===== config.mk =====
export PLATFORM = sky130hd
export DESIGN_NAME = trap_ctrl
export DESIGN_NICKNAME = d
export VERILOG_FILES = /design/src/rtl/trap_ctrl.sv
export SDC_FILE = /design/constraint.sdc
export NUM_CORES = 1
export LEC_CHECK = 0
export CORE_MARGIN = 1
export CORE_UTILIZATION = 41
export DETAILED_ROUTE_END_ITERATION = 10
export PLACE_DENSITY = 0.86
export RECOVER_POWER = 100
export SLEW_MARGIN = 20
export SYNTH_ARGS = -nofsm -noshare
export SYNTH_HDL_FRONTEND = slang
export SYNTH_SLANG_ARGS = --single-unit
export TNS_END_PERCENT = 50

===== constraint.sdc =====
create_clock -name clk -period 4.86 [get_ports clk]
set_input_delay 0.972 -clock clk [delete_from_list [all_inputs] [get_ports clk]]
set_output_delay 0.972 -clock clk [all_outputs]
set_load 0.03 [all_outputs]

===== src/rtl/trap_ctrl.sv =====
// Machine-mode trap sequencer: saves mepc/mcause/[mtval] through the CSR write port,
// reads mtvec (trap) or mepc (MRET) and redirects fetch. Optional mtval save: TRAP_TVAL_EN.
module trap_ctrl #(
    parameter logic [4:0] MEPC_IDX   = 5'd1,
    parameter logic [4:0] MCAUSE_IDX = 5'd2,
    parameter logic [4:0] MTVAL_IDX  = 5'd3,
    parameter logic [4:0] MTVEC_IDX  = 5'd5
) (
    input  logic        clk,
    input  logic        rst,
    input  logic        exc_valid,
    input  logic [4:0]  exc_cause,
    input  logic [31:0] exc_pc,
    input  logic [31:0] exc_tval,
    input  logic        irq,
    input  logic [31:0] irq_pc,
    input  logic        mret_valid,
    input  logic        mie_wr_en,
    input  logic        mie_wr_val,
    input  logic [31:0] csr_rdata,
    output logic [31:0] csr_addr_o,
    output logic [2:0]  csr_func_o,
    output logic [31:0] csr_data_o,
    output logic        csr_sel_o,
    output logic        flush,
    output logic        busy,
    output logic        redirect_valid,
    output logic [31:0] redirect_pc,
    output logic        mie
);

    typedef enum logic [3:0] {
        S_IDLE, S_SAVE_EPC, S_SAVE_CAUSE, S_SAVE_TVAL, S_VEC_RD,
        S_VEC_WAIT, S_REDIRECT, S_EPC_RD, S_EPC_WAIT
    } state_t;

    state_t      state, state_next;
    logic [31:0] epc_q, cause_q, tval_q, target_q;
    logic        mie_q, mpie_q, mret_q;
    logic        idle, take_exc, take_irq, take_mret;

    // Accept priority: exception, then enabled interrupt, then MRET.
    assign idle      = (state == S_IDLE);
    assign take_exc  = idle && exc_valid;
    assign take_irq  = idle && !exc_valid && irq && mie_q;
    assign take_mret = idle && !exc_valid && !(irq && mie_q) && mret_valid;

    always_ff @(posedge clk or posedge rst) begin
        if (rst) state <= S_IDLE;
        else     state <= state_next;
    end

    always_comb begin
        state_next = state;
        case (state)
            S_IDLE: begin
                if (take_exc || take_irq) state_next = S_SAVE_EPC;
                else if (take_mret)       state_next = S_EPC_RD;
            end
            S_SAVE_EPC:   state_next = S_SAVE_CAUSE;
`ifdef TRAP_TVAL_EN
            S_SAVE_CAUSE: state_next = S_SAVE_TVAL;
            S_SAVE_TVAL:  state_next = S_VEC_RD;
`else
            S_SAVE_CAUSE: state_next = S_VEC_RD;
`endif
            S_VEC_RD:     state_next = S_VEC_WAIT;
            S_VEC_WAIT:   state_next = S_REDIRECT;
            S_EPC_RD:     state_next = S_EPC_WAIT;
            S_EPC_WAIT:   state_next = S_REDIRECT;
            S_REDIRECT:   state_next = S_IDLE;
            default:      state_next = S_IDLE;
        endcase
    end

    always_comb begin
        csr_addr_o     = 32'd0;
        csr_func_o     = 3'b000;
        csr_data_o     = 32'd0;
        csr_sel_o      = 1'b0;
        redirect_valid = 1'b0;
        redirect_pc    = 32'd0;
        case (state)
            S_SAVE_EPC: begin
                csr_sel_o  = 1'b1;
                csr_func_o = 3'b001;
                csr_addr_o = {27'd0, MEPC_IDX};
                csr_data_o = epc_q;
            end
            S_SAVE_CAUSE: begin
                csr_sel_o  = 1'b1;
                csr_func_o = 3'b001;
                csr_addr_o = {27'd0, MCAUSE_IDX};
                csr_data_o = cause_q;
            end
            S_SAVE_TVAL: begin
                csr_sel_o  = 1'b1;
                csr_func_o = 3'b001;
                csr_addr_o = {27'd0, MTVAL_IDX};
                csr_data_o = tval_q;
            end
            S_VEC_RD, S_VEC_WAIT: csr_addr_o = {27'd0, MTVEC_IDX};
            S_EPC_RD, S_EPC_WAIT: csr_addr_o = {27'd0, MEPC_IDX};
            S_REDIRECT: begin
                redirect_valid = 1'b1;
                redirect_pc    = {target_q[31:2], 2'b00};
            end
            default: ;
        endcase
    end

    assign busy  = !idle;
    assign flush = !idle;
    assign mie   = mie_q;

`ifdef TRAP_TVAL_EN
    logic [31:0] tval_in;
    assign tval_in = exc_tval;
`else
    logic [31:0] tval_in;
    logic        unused_tval;
    assign tval_in     = 32'd0;
    assign unused_tval = ^exc_tval;
`endif

    always_ff @(posedge clk or posedge rst) begin
        if (rst) begin
            epc_q    <= 32'd0;
            cause_q  <= 32'd0;
            tval_q   <= 32'd0;
            target_q <= 32'd0;
            mie_q    <= 1'b0;
            mpie_q   <= 1'b0;
            mret_q   <= 1'b0;
        end else begin
            if (take_exc || take_irq) begin
                epc_q   <= take_exc ? exc_pc : irq_pc;
                cause_q <= {take_irq, 26'd0, (take_exc ? exc_cause : 5'd11)};
                tval_q  <= take_exc ? tval_in : 32'd0;
                mpie_q  <= mie_q;
                mie_q   <= 1'b0;
                mret_q  <= 1'b0;
            end else if (take_mret) begin
                mret_q <= 1'b1;
            end else if (idle && mie_wr_en) begin
                mie_q <= mie_wr_val;
            end
            // CSR read data is registered, so it is valid in the WAIT state.
            if (state == S_VEC_WAIT || state == S_EPC_WAIT) target_q <= csr_rdata;
            if (state == S_REDIRECT && mret_q) begin
                mie_q  <= mpie_q;
                mpie_q <= 1'b1;
            end
        end
    end

endmodule

==> flow_summary_export.csv <==
group,metric,value,unit
run_status,outcome,"finished, violations left",
run_status,failed_checks,"capacitance limit, slew limit",
critical_path,crit_slowest_cell,"nor2_2",
place,dp_cells,662,
global_routing,antenna_found_initial,0,
synthesis,ys_seq_elements,75,
floorplan,die_w,102,µm
timing,period_needed,3.97,ns
timing,slew_headroom,-63.1,%
critical_path,critPathBufInv,1,
synthesis,synth_xor_area_share,0,%
routing,drtIter0Drc,59,
clocking,path_clk_slew,0.07,ns
clocking,cts_htree_levels,3,
routing,wl_per_cell,14.1,µm
critical_path,critical_path_class,"reg2out",
power_and_ir_drop,power_leakage,2.72,nW
synthesis,synth_fa_ha_area_share,0,%
final_layout,layout-drive-gt1-share,5.86,%
final_layout,final_cell_mix,"103 x clkdlybuf4s50_1, 75 x dfrtp_1, 72 x dlygate4sd3_1, 56 x and2_1, 36 x o21ai_0",
synthesis,mappedNetlistArea,4130,µm²
critical_path,required,3.89,ns
synthesis,yosysTopAreaCell,"dfrtp_1",
synthesis,muxShareOfSynthArea,18.7,%
global_routing,grt_max_degree,67,
place,hpwl,7080,µm
clocking,cts_sinks,75,
timing,fin_crit_sh,81.6,%
synthesis,synth.top_cell.area_share,45.5,%
global_routing,grt_use_total,18.0,%
synthesis,synthCells,378,
synthesis,synth-simple-area-share,15.9,%
clocking,post_cts_buffers,0,
timing,tns,0,ns
routing,vias,3138,
routing,wl,9570,µm
floorplan,rows,36,
final_layout,diodes,0,
global_routing,grt_pass1_vias,3075,
final_layout,areaGrowthSynthToFinish,40.5,%
timing,fmax,252,MHz
timing,setup-violations-final,0,
clocking,ctsHoldBuffers,0,
clocking,clkLatencyLatePin,0.33,ns
power_and_ir_drop,vdd_drop_max,0.453,mV
synthesis,synthTopCellsByArea,"dfrtp_1 45%, mux2_4 11%, and2_1 8.5%",
clocking,ctsResizeCount,0,
timing,rsz0062_at_grt,"no",
floorplan,initial_core_util,42.2,%
floorplan,core_area,9770,µm²
floorplan,dieArea,10500,µm²
critical_path,crit_family,"simple AND/OR/NAND/NOR gates",
synthesis,yosysSeqAreaShare,45.5,%
timing,finalClockSkew,0.00986,ns
synthesis,synth-compound-area-share,8.98,%
timing,report.final.slew_viol_count,135,
synthesis,synth_top_family_by_area,"multiplexers",
synthesis,ys_types,38,
critical_path,crit_fanout,33,
routing,postRouteAntennaNets,0,
floorplan,die_h,102,µm
power_and_ir_drop,power_density,500,nW/µm²
clocking,cts_buffer_depth,2,
global_routing,grt_pass1_wl,14600,µm
critical_path,critPathLaunchType,"flop",
place,globalplace.congestion,0.789,
final_layout,multi_input_area,1810,µm²
routing,first_pass_iters,4,
final_layout,regArea,1880,µm²
critical_path,cp.arrival,3.00,ns
timing,hold_viol_final,0,
flow_run,cap_violations,4,
clocking,cts_root_buf,"clkbuf_8",
critical_path,worstPathCellList,"or2b_1, nor2_2, and2_1, dlygate4sd3_1",
synthesis,syn_area_per_cell,10.9,µm²
hold_path,hold_path_class,"reg2reg",
final_layout,final_common_cell,"clkdlybuf4s50_1",
synthesis,yosys_warnings,0,
routing,via_per_inst,4.62,
routing,drc,0,
critical_path,cp-end-kind,"primary output",
place,portBuffers,176,
final_layout,final_nets,681,
final_layout,final_cell_count_no_fill,679,
critical_path,max_stage_delay,0.76,ns
clocking,cts_tree,"done",
floorplan,ioPinCount,244,
clocking,cts_made_buffers,9,
global_routing,overflow,0,
final_layout,fillers,873,
timing,worstMarginPinSlew,2.45,ns
==> Yosys cell counts, drive strengths merged <==
master   instances
inv              3
o41ai            2
nor3             3
nor2b            2
or2              1
clkbuf           4
nor4             1
o22a             3
nand2b           2
nor3b            1
a31oi            2
and2            56
conb             1
a21oi            9
a32o             2
mux2            30
nand4            1
nand2           35
nor2             8
and3             2
a2111oi          1
a22o             6
mux2i           32
dfrtp           75
o21ai           36
buf             56
and3b            1
or2b             1
nand3b           2
==> routing by layer <==
metal  part of all wire (%)  routed length [µm]  global-route usage, %
met1                     43                4070                   22.0
met2                     52                4930                   31.6
met3                    5.5                 522                   4.79
met4                   0.46                  44                   4.51
met5                      0                   0                      0
==> through the flow <==
stage                     utilization (%)  total power, mW  setup WS [ns]  hold WS [ns]  instance area [µm²]
final                                59.3             2.90          0.892         0.472                 5800
after global routing                 59.3             3.10          0.422         0.509                 5800
after CTS                            60.5             3.16          0.878         0.485                 5910
after detailed placement             58.9             2.75           1.26         0.468                 5760
after global placement               58.9             2.69           1.28         0.461                 5760
after floorplan                         -             2.29           1.98         0.447                 4250
==> sequential cells by signal (all words and copies together) (netlist names) <==
name,cells
cause_q,6
epc_q,32
mie,1
mpie_q,1
mret_q,1
state,4
target_q,30
==> cells by family after synthesis <==
kind of cell    Yosys count
other cells               1
buf+inv                  63
simple gates            116
flops                    75
compound gates           61
mux                      62
==> worst min-delay path, delay by kind of cell, from the launching register on <==
family             cells  cell delay [ns]
DFF                    1             0.34
AOI/OAI and AO/OA      1             0.06
and+or+nand+nor        1             0.04
==> area by class of cell <==
class / count / area share, %
inverter: 3 / 0.216
timing repair buffer: 180 / 30.6
sequential: 75 / 32.4
tap: 133 / 2.87
clock inverter: 3 / 0.259
multi-input combinational: 272 / 31.3
clock buffer: 13 / 2.40
==> worst paths after layout <==
| path | from | endpoint | slack (ns) | cells past startpoint |
|---|---|---|---|---|
| worst max-delay path | state[2] | redirect_pc[16] | 0.89 | 4 |
| max in group asynchronous | rst | epc_q[18] | 1.06 | 3 |
| worst min register to register | epc_q[7] | epc_q[7] | 0.47 | 2 |
| worst max register to register | state[2] | target_q[22] | 1.53 | 5 |
| worst min-delay path | epc_q[7] | epc_q[7] | 0.47 | 2 |
| min in group asynchronous | rst | target_q[18] | 1.58 | 2 |
==> power breakdown <==
group | switching (mW) | leakage (nW) | internal [mW] | total, mW
Combinational | 0.792 | 1.73 | 0.597 | 1.39
Clock | 0.213 | 0.0812 | 0.184 | 0.397
Sequential | 0.184 | 0.916 | 0.928 | 1.11
No activity file was read; power rests on OpenSTA's default activity.
